[src/rtl/mxalu12s.sv]
// Slice-iterative ALU: one SLICE-bit chunk per clock, LSB first, carry rippled through a register.
// Result and C/Z/N/V flags commit together when the last slice completes; valid/ready on both sides.
module mxalu12s #(
  parameter int WIDTH = 16,
  parameter int SLICE = 4
) (
  input  logic             clk,
  input  logic             rst,
  input  logic             cs_n,
  input  logic             in_valid,
  output logic             in_ready,
  input  logic [3:0]       opcode,
  input  logic [WIDTH-1:0] a,
  input  logic [WIDTH-1:0] b,
  output logic             out_valid,
  input  logic             out_ready,
  output logic [WIDTH-1:0] f,
  output logic             c_flag,
  output logic             z_flag,
  output logic             n_flag,
  output logic             v_flag,
  output logic             busy
);
  localparam int N  = WIDTH / SLICE;
  localparam int KW = (N > 1) ? $clog2(N) : 1;

  if ((SLICE < 1) || (WIDTH % SLICE != 0)) begin : g_bad_param
    $error("mxalu12s: WIDTH must be a positive multiple of SLICE");
  end

  localparam logic [3:0] OP_ADD = 4'h0, OP_ADC = 4'h1, OP_SUB = 4'h2, OP_SBC = 4'h3,
                         OP_AND = 4'h4, OP_OR  = 4'h5, OP_XOR = 4'h6, OP_NOT = 4'h7,
                         OP_PSA = 4'h8, OP_PSB = 4'h9, OP_INC = 4'hA, OP_DEC = 4'hB,
                         OP_SHL = 4'hC, OP_RLC = 4'hD, OP_CMP = 4'hE, OP_NOP = 4'hF;

  typedef enum logic [1:0] {IDLE, RUN, DONE} state_t;

  state_t           state;
  logic [3:0]       op_reg;
  logic [WIDTH-1:0] a_reg, b_reg, shadow_reg;
  logic             carry_reg, zacc_reg;
  logic [KW-1:0]    k_reg;

  // Operands are shifted right each slice, so the active slice is always the low bits.
  logic [SLICE-1:0] a_s, b_s, bb, slice_res;
  logic [SLICE:0]   sum, sh;
  logic             arith, shift, cout, v_calc, last;
  logic [WIDTH-1:0] res_full;

  assign a_s = a_reg[SLICE-1:0];
  assign b_s = b_reg[SLICE-1:0];
  assign sum = {1'b0, a_s} + {1'b0, bb} + {{SLICE{1'b0}}, carry_reg};
  assign sh  = {a_s, carry_reg};

  always_comb begin
    bb        = b_s;
    arith     = 1'b0;
    shift     = 1'b0;
    slice_res = '0;
    cout      = 1'b0;
    case (op_reg)
      OP_ADD, OP_ADC:         begin arith = 1'b1; bb = b_s;  end
      OP_SUB, OP_SBC, OP_CMP: begin arith = 1'b1; bb = ~b_s; end
      OP_INC:                 begin arith = 1'b1; bb = '0;   end
      OP_DEC:                 begin arith = 1'b1; bb = '1;   end
      OP_SHL, OP_RLC:         shift = 1'b1;
      OP_AND:                 slice_res = a_s & b_s;
      OP_OR:                  slice_res = a_s | b_s;
      OP_XOR:                 slice_res = a_s ^ b_s;
      OP_NOT:                 slice_res = ~a_s;
      OP_PSA:                 slice_res = a_s;
      OP_PSB:                 slice_res = b_s;
      default:                slice_res = '0;
    endcase
    if (arith) begin
      slice_res = sum[SLICE-1:0];
      cout      = sum[SLICE];
    end else if (shift) begin
      slice_res = sh[SLICE-1:0];
      cout      = sh[SLICE];
    end
  end

  // Signed overflow from operand/result sign agreement equals carry-in XOR carry-out of the MSB.
  assign v_calc   = arith && (a_s[SLICE-1] == bb[SLICE-1]) && (slice_res[SLICE-1] != a_s[SLICE-1]);
  assign res_full = (shadow_reg >> SLICE) | (WIDTH'(slice_res) << (WIDTH - SLICE));
  assign last     = (k_reg == KW'(N - 1));

  assign in_ready = (state == IDLE) && !cs_n;
  assign busy     = (state != IDLE);

  always_ff @(posedge clk or posedge rst) begin
    if (rst) begin
      state      <= IDLE;
      op_reg     <= OP_NOP;
      a_reg      <= '0;
      b_reg      <= '0;
      shadow_reg <= '0;
      carry_reg  <= 1'b0;
      zacc_reg   <= 1'b0;
      k_reg      <= '0;
      out_valid  <= 1'b0;
      f          <= '0;
      c_flag     <= 1'b0;
      z_flag     <= 1'b0;
      n_flag     <= 1'b0;
      v_flag     <= 1'b0;
    end else begin
      case (state)
        IDLE: if (in_valid && !cs_n) begin
          op_reg   <= opcode;
          a_reg    <= a;
          b_reg    <= b;
          zacc_reg <= 1'b0;
          k_reg    <= '0;
          case (opcode)
            OP_ADC, OP_SBC, OP_RLC: carry_reg <= c_flag;
            OP_SUB, OP_CMP, OP_INC: carry_reg <= 1'b1;
            default:                carry_reg <= 1'b0;
          endcase
          state <= RUN;
        end
        RUN: begin
          a_reg      <= a_reg >> SLICE;
          b_reg      <= b_reg >> SLICE;
          shadow_reg <= res_full;
          carry_reg  <= cout;
          zacc_reg   <= zacc_reg | (|slice_res);
          k_reg      <= k_reg + KW'(1);
          if (last) begin
            state     <= DONE;
            out_valid <= 1'b1;
            if (op_reg != OP_CMP && op_reg != OP_NOP) f <= res_full;
            if (op_reg != OP_NOP) begin
              c_flag <= cout;
              z_flag <= !(zacc_reg | (|slice_res));
              n_flag <= slice_res[SLICE-1];
              v_flag <= v_calc;
            end
          end
        end
        DONE: if (out_ready) begin
          out_valid <= 1'b0;
          state     <= IDLE;
        end
        default: state <= IDLE;
      endcase
    end
  end
endmodule

[config.mk]
export PLATFORM = sky130hd
export DESIGN_NAME = mxalu12s
export DESIGN_NICKNAME = d
export VERILOG_FILES = /design/src/rtl/mxalu12s.sv
export SDC_FILE = /design/constraint.sdc
export NUM_CORES = 1
export LEC_CHECK = 0
export ABC_AREA = 1
export CAP_MARGIN = 10
export CORE_MARGIN = 5
export CORE_UTILIZATION = 28
export CTS_CLUSTER_SIZE = 10
export DETAILED_ROUTE_END_ITERATION = 7
export DONT_BUFFER_PORTS = 1
export PLACE_DENSITY = 0.41
export SLEW_MARGIN = 20
export SYNTH_ARGS = -nofsm -noshare
export SYNTH_HDL_FRONTEND = slang
export SYNTH_SLANG_ARGS = --single-unit
[constraint.sdc]
create_clock -name clk -period 3.2 [get_ports clk]
set_input_delay 0.16 -clock clk [delete_from_list [all_inputs] [get_ports clk]]
set_output_delay 0.16 -clock clk [all_outputs]
set_load 0.02 [all_outputs]
== Word-level counts from Yosys, hierarchy flattened ==
Cells that the tools add are included.

* Input port bits: 41
* Word-level logic and storage cells: 104
* Register bits after elaboration: 79

* Bitwise logic cells: 7
* Add/sub/neg operators: 3
* Reduce and logical (&&, ||, !) cells: 24
* Muxes and demuxes: 26
* Eq/ne operators: 30

{| class="wikitable"
|+ Operators with widths
! cell !! count
|-
| $pmux W16 S2 || 2
|-
| $eq A4 B4 Y1 const B || 10
|-
| $mux W16 || 2
|-
| $pmux W4 S6 || 1
|-
| $eq A4 B2 Y1 const B || 4
|-
| $eq A4 B3 Y1 const B || 4
|-
| $or A12 B16 Y16 || 1
|-
| $pmux W4 S3 || 1
|-
| $reduce_and A3 Y1 || 4
|-
| $reduce_or A3 Y1 || 3
|-
| $eq A4 B1 Y1 const B || 2
|-
| $mux W1 || 8
|-
| $mux W2 || 4
|-
| $mux W4 || 2
|-
| $ne A4 B4 Y1 const B || 2
|-
| $not A4 Y4 || 2
|-
| $pmux W1 S2 || 4
|-
| $reduce_or A7 Y1 || 1
|-
| $pmux W2 S3 || 1
|-
| $reduce_bool A2 Y1 || 3
|-
| $add A4 B4 Y5 || 1
|-
| $add A5 B1 Y5 || 1
|-
| $logic_and A1 B1 Y1 || 5
|-
| $and A4 B4 Y4 || 1
|-
| 17 further kinds || 21
|}

== Longest topological paths before layout ==
Gate-level depths: netlist of the first run.

* Depth in word-level cells: 9
* Mapped depth: 22
* Mapped depth without buffers: 21

== Worst setup path after synthesis of the first run ==
No wires, ideal clock.

* Path type: flip-flop to flip-flop
* Start point: register op_reg[0]
* End point: register zacc_reg
* Data arrival time: 2.671 ns
* Cell stages (with the launch flop): 19
* Setup slack: 0.412 ns
* Buffers on the path: 0
* Library setup time: 0.117 ns
* Cells stage by stage: dfstp_2 nor2_1 nand2_1 nand2_1 nand2_1 inv_1 o22ai_1 o21ai_0 o21ai_0 inv_1 fa_1 fa_1 xnor2_1 nand2_1 nand4_1 nor2_1 nand3_1 nand2_1 nand2_1

* Word-level cells in the longest chain between the ends: 9
* Elaborated cells between the ends (all ways): 29

{| class="wikitable"
|+ Ends and longest elaborated chain
! element !! line !! source
|-
| start, declared || 39 || <nowiki>logic [3:0] op_reg;</nowiki>
|-
| start signal, assigned || 111 || <nowiki>op_reg <= opcode;</nowiki>
|-
| $eq A4 B2 Y1 / $eq A4 B4 Y1 (equally long branches) || 61 || <nowiki>case (op_reg)</nowiki>
|-
| $reduce_or A3 Y1 || n/a ||
|-
| $pmux W4 S3 || 61 ||
|-
| $add A4 B4 Y5 || 52 || <nowiki>assign sum = {1'b0, a_s} + {1'b0, bb} + {{SLICE{1'b0}}, carry_reg};</nowiki>
|-
| $add A5 B1 Y5 || 52 ||
|-
| $mux W4 * || 75 || <nowiki>if (arith) begin</nowiki>
|-
| $reduce_or A4 Y1 * || 128 || <nowiki>zacc_reg <= zacc_reg | (|slice_res);</nowiki>
|-
| $or A1 B1 Y1 * || 128 ||
|-
| $pmux W1 S2 * || 109 || <nowiki>case (state)</nowiki>
|-
| end signal, assigned || 128 ||
|-
| end, declared || 41 || <nowiki>logic carry_reg, zacc_reg;</nowiki>
|}

Every way passes the cells marked *; elsewhere a longest branch is shown, timed or not.
A chain may end at the register's enable or synchronous reset.

== Worst setup path after layout of the first run ==
* Start point: register op_reg[3]
* End point: register zacc_reg

The elaborated chain is that of the path after synthesis.

==> qor.csv, run 1 <==
metric;value;unit
area_delta_synth_final;16.7;%
cp_cell_sequence;inv_1 > nand2_2 > nand2_1 > nand2_2 > inv_1 > o22ai_2 > o21ai_0 > o21ai_0 > inv_1 > fa_2 > fa_2 > inv_1 > nand2_1 > nand4_1 > nor2_2 > nand3_1 > nand2_1 > nand2_1;
synth_top_area_cell;dfrtp_1;
coreArea;13700;µm²
grt_pass1_vias;3175;
synth_top_area_share;46.0;%
p_per_area;1140;nW/µm²
seqCellArea;1880;µm²
syn_inst;459;
drtIter0Drc;179;
clkLatencyLatePin;0.33;ns
worst_pin_slew;0.871;ns
cts-root-buf;clkbuf_16;
tritoncts;done;
cp_slowest_cell;dfstp_2;
synthDistinctLibCells;32;
synthTopCellsByCount;104 x nand2_1, 73 x inv_1, 71 x dfrtp_1, 51 x o21ai_0, 26 x nand3_1;
grtUsageTotal;13.5;%
synth.most_common_cell;nand2_1;
synth_area;3860;µm²
p_int;2860;µW
hold_violations;0;
h-tree-depth;3;
synth_edf_count;0;
synth_compound_area_share;13.6;%
critPathRequiredTime;3.42;ns
vdd_drop_max;764;µV
p_clk_share;20.0;%
layout-drive-gt1-share;9.26;%
multi_input_area;1620;µm²
hold_class;in2reg;
dp.final_hpwl;7.27;mm
crit_fanout;6;
arrival;3.16;ns
ctsLongestPathBuffers;2;
ys_seq_area_share;48.7;%
drtAntennaViolNets;0;
synth_top_family_by_area;simple AND/OR/NAND/NOR gates;
drt_pass1_iterations;4;
die_h;127;µm
crit_path_end_kind;register;
worstSetupStartpointType;register;
utilization;32.9;%
ys_ff_latch;75;
netSwitchingFraction;44.6;%
fin_crit_sh;91.8;%
synth-simple-area-share;22.2;%
synthMuxAreaShare;0;%
cp_slowest_stage_delay;0.58;ns
async_flop_share;100;%
p_seq_share;35.6;%
p_switching;2300;µW
drv_slew;0;
finalClockSkew;0.00375;ns
dp_slack;0.0671;ns
nets;528;
whs;0.00462;ns
rows;43;
rsz0062_at_grt;false;
numCtsBuffers;9;
die_w;127;µm
grt_max_degree;75;
synth.avg_cell_area;8.42;µm²
wl;10.3;mm
worstSetupPathType;reg2reg;
synth-warning-count;0;
place.gp.congestion;0.922;
status;finished, final reports clean;
pwr-share-comb;44.4;%
period_needed;2.94;ns
overflow;0;
grt_antenna_before_repair;0;
p_leak;0.00215;µW
grt_pass1_wl;17.1;mm
synth_area_leaders;dfrtp_1 46%, nand2_1 10%, inv_1 7.1%;
worst_slack;0.263;ns
nFillCells;1478;
relSlewSlack;41.8;%
initial_core_util;28.2;%
ys.flop_type;dfrtp_1;
drc;0;
n_antenna_cell;0;
portBuffers;0;
mappedNetlistNets;515;
crit_family;adder cells;
crit_buf_inv;4;
pin_count;64;
synthAdderAreaFrac;5.25;%
die_area;16200;µm²
finalSetupViolCount;0;
fmax;340;MHz
fin_setup_tns;0;ns
wl_per_cell;15.7;µm
clk_pin_slew;0.06;ns
synth_xor_area_share;0.227;%
cts.sinks;75;
vias;3084;
cap_violations;0;
viasPerCell;4.71;
layout by cell type, fill, tap and decap left out, types with 2 or more instances in the layout:
cell,count
o21ai_0,51
dfstp_2,4
buf_4,5
clkbuf_8,3
clkinv_2,2
nand3b_1,3
nand4_1,4
nand2_1,101
nor2_1,17
a21oi_1,5
dlygate4sd3_1,15
a221oi_1,24
clkbuf_16,9
fa_2,2
dfrtp_1,71
nand2_2,3
inv_2,2
nor2_4,2
nor2_2,5
nand3_1,26
inv_1,72
nor3_1,24
ha_1,13
power by group through the flow:
stage | combinational (µW) | sequential (µW) | clock, µW
finish | 2290 | 1830 | 1030
detailed placement | 2230 | 1860 | 0
floorplan | 1790 | 1740 | 0
global placement | 2220 | 1850 | 0
global route | 2680 | 1900 | 1110
CTS | 2270 | 1850 | 1080
cell families (layout without fill, tap and decap cells):
| group | after synthesis | in the layout |
|---|---|---|
| buffers and inverters | 94 | 110 |
| AO/OA/AOI/OAI | 85 | 85 |
| AND/OR/NAND/NOR | 189 | 189 |
| adder cells (fa/ha/maj) | 15 | 15 |
| XOR/XNOR | 1 | 1 |
| flip-flops | 75 | 75 |
metrics by stage:
step | cell area, µm² | std cells | total power (µW)
finish | 4510 | 655 | 5160
detailed placement | 4010 | 624 | 4090
global route | 4510 | 655 | 5690
global placement | 4010 | 624 | 4070
floorplan | 3860 | 459 | 3530
CTS | 4470 | 653 | 5190
area by class of cell:
| type | instances | share of cell area [%] |
|---|---|---|
| clock inverters | 2 | 0.777 |
| flip-flops and latches | 75 | 41.7 |
| clock buffers | 12 | 5.91 |
| inverters | 76 | 6.41 |
| repair buffers | 20 | 4.16 |
| well taps | 180 | 4.99 |
| multi-input cells | 290 | 36.0 |
worst paths after layout:
| kind | startpoint | to | slack, ns | depth (start not counted) |
|---|---|---|---|---|
| worst max-delay path | op_reg[3] | zacc_reg | 0.26 | 18 |
| worst min-delay path | opcode[0] | op_reg[0] | 0.005 | 2 |
| worst max register to register | op_reg[3] | zacc_reg | 0.26 | 18 |
| worst min register to register | shadow_reg[14] | shadow_reg[10] | 0.48 | 2 |
| max in group asynchronous | rst | b_reg[3] | 2.34 | 3 |
| min in group asynchronous | rst | f[15] | 0.17 | 2 |
metal layers:
metal  global-route usage, %  vias up  wire, µm
met5                       0        -         0
met4                    4.73        0       186
met3                    4.72       12       652
met2                    20.7       71      4600
met1                    17.5     1470      4840
li1                        -     1531         -
repair_timing:
item,in CTS,in global routing
endpoints found under the hold margin,83,0
setup buffers,0,2
setup endpoints to repair,0,12
hold buffers,15,0
resized for setup,0,9
Note: power is estimated with default switching activity, not from simulation.
==> inputs of run 2 (changes only) <==
--- a/config.mk
+++ b/config.mk
@@ -14,5 +14,4 @@
 export DONT_BUFFER_PORTS = 1
 export PLACE_DENSITY = 0.41
-export SLEW_MARGIN = 20
 export SYNTH_ARGS = -nofsm -noshare
 export SYNTH_HDL_FRONTEND = slang
==> constraint.sdc (replaced) <==
create_clock -name clk -period 3.2 [get_ports clk]
set_input_delay 0.64 -clock clk [delete_from_list [all_inputs] [get_ports clk]]
set_output_delay 0.64 -clock clk [all_outputs]
set_load 0.02 [all_outputs]
==> run 2 against run 1 <==
Compared with the run above: die area is the same; largest power group unchanged; highest routed layer unchanged; sequential power is essentially flat; clock power is essentially flat.
==> qor.csv, run 2 (same netlist as run 1, synthesis figures left out) <==
metric;value;unit
arrival;3.14;ns
cap_violations;0;
worstSetupStartpointType;register;
finalSetupViolCount;0;
die_w;127;µm
die_h;127;µm
drv_slew;0;
fin_crit_sh;91.5;%
fmax;342;MHz
cp_slowest_cell;dfstp_2;
dp.final_hpwl;7.02;mm
clk_pin_slew;0.06;ns
wl_per_cell;15.4;µm
cts.sinks;75;
initial_core_util;28.2;%
worstSetupPathType;reg2reg;
cts-root-buf;clkbuf_16;
overflow;0;
place.gp.congestion;0.943;
vdd_drop_max;741;µV
rows;43;
crit_path_end_kind;register;
cp_cell_sequence;nor2_2 > nand2_2 > nand2_1 > nand2_2 > inv_2 > o22ai_2 > o21ai_1 > o21ai_1 > inv_1 > fa_2 > fa_2 > inv_1 > nand2_1 > nand4_1 > nor2_2 > nand3_1 > nand2_1 > nand2_1;
viasPerCell;4.69;
coreArea;13700;µm²
relSlewSlack;41.2;%
grt_pass1_wl;16.5;mm
grt_pass1_vias;3087;
final_cell_mix;101 x nand2_1, 71 x dfrtp_1, 69 x inv_1, 49 x o21ai_0, 26 x nand3_1;
drtIter0Drc;160;
vias;3014;
p_leak;0.00210;µW
portBuffers;0;
wl;9.91;mm
cp_slowest_stage_delay;0.58;ns
n_antenna_cell;0;
nets;514;
grtUsageTotal;12.8;%
hold_class;in2async;
ctsLongestPathBuffers;2;
r2r_setup_slack;0.27;ns
finalClockSkew;0.00552;ns
pin_count;64;
critPathRequiredTime;3.41;ns
worst_pin_slew;0.881;ns
clkLatencyLatePin;0.33;ns
instances_no_fill;642;
final_common_cell;nand2_1;
tritoncts;done;
dp.cells;623;
utilization;31.9;%
drc;0;
area_delta_synth_final;13.2;%
grt_antenna_before_repair;0;
hold_violations;0;
drt_pass1_iterations;4;
die_area;16200;µm²
crit_fanout;6;
status;finished, final reports clean;
drtAntennaViolNets;0;
period_needed;2.93;ns
layout-drive-gt1-share;10.2;%
grt_max_degree;76;
p_per_area;1200;nW/µm²
cpMostUsedCell;nand2_1;
h-tree-depth;3;
numCtsBuffers;9;
-- run 2: cell types whose count changed in the layout (fill, tap and decap cells not counted) --
cell	before	now
buf_12	0	1
o21ai_0	51	49
clkbuf_8	3	2
clkbuf_1	0	2
dlygate4sd3_1	15	0
inv_2	2	5
o21ai_1	0	2
inv_1	72	69
-- run 2: final cells by class --
class | instances | area [µm²]
clock buffers | 13 | 260
clock inverters | 2 | 35.0
fillers | 1501 | 9350
inverters | 76 | 289
multi-input cells | 290 | 1620
flip-flops and latches | 75 | 1880
well taps | 180 | 225
repair buffers | 6 | 57.6
-- run 2: repair_timing --
item | 4_1_cts | 5_1_grt
buffers inserted | 0 | 4
hold endpoints to repair | 0 | 0
setup endpoints to repair | 0 | 11
hold buffers | 0 | 0
gates resized for setup | 0 | 14
-- run 2: routing by layer --
metal  routed length, µm  track usage, %  part of all wire [%]  up-vias
met5                   0               0                     0        -
met4                 161            3.66                   1.6        0
met3                 661            4.06                   6.7       13
li1                    -               -                     -     1507
met1                4610            17.4                    46     1409
met2                4480            19.6                    45       85
-- run 2: worst max-delay path, delay by kind of cell, from the launching register on --
family | cells | cell delay (ns)
adders and majority gates | 2 | 0.91
and+or+nand+nor | 10 | 0.85
DFF | 1 | 0.58
AOI/OAI and AO/OA | 3 | 0.32
buffers and inverters | 3 | 0.16
-- run 2: worst paths after layout --
check | start | endpoint | cells after the start
worst max-delay path | op_reg[0] | zacc_reg | 18
worst min-delay path | rst | n_flag | 2
worst max register to register | op_reg[0] | zacc_reg | 18
worst min register to register | shadow_reg[8] | shadow_reg[4] | 2
max in group asynchronous | rst | op_reg[0] | 2
min in group clk | out_ready | state[1] | 1
-- run 2: report_power, final --
group / total [µW] / switching [µW] / internal [µW]
clock: 1010 / 371 / 641
sequential: 1840 / 434 / 1400
combinational: 2380 / 1520 / 865
total: 5230 / 2320 / 2910
-- run 2: through the flow --
stage          instance area, µm²  hold slack (ns)  setup WS, ns  power, µW  setup TNS (ns)
2_1_floorplan                3860            0.450         0.412       3530               0
4_1_cts                      4310            0.291        0.0366       5150               0
3_3_place_gp                 4020            0.469         0.176       4080               0
6_report                     4370            0.266         0.273       5230               0
5_1_grt                      4370            0.309       -0.0201       5750         -0.0201
3_5_place_dp                 4020            0.465        0.0504       4100               0
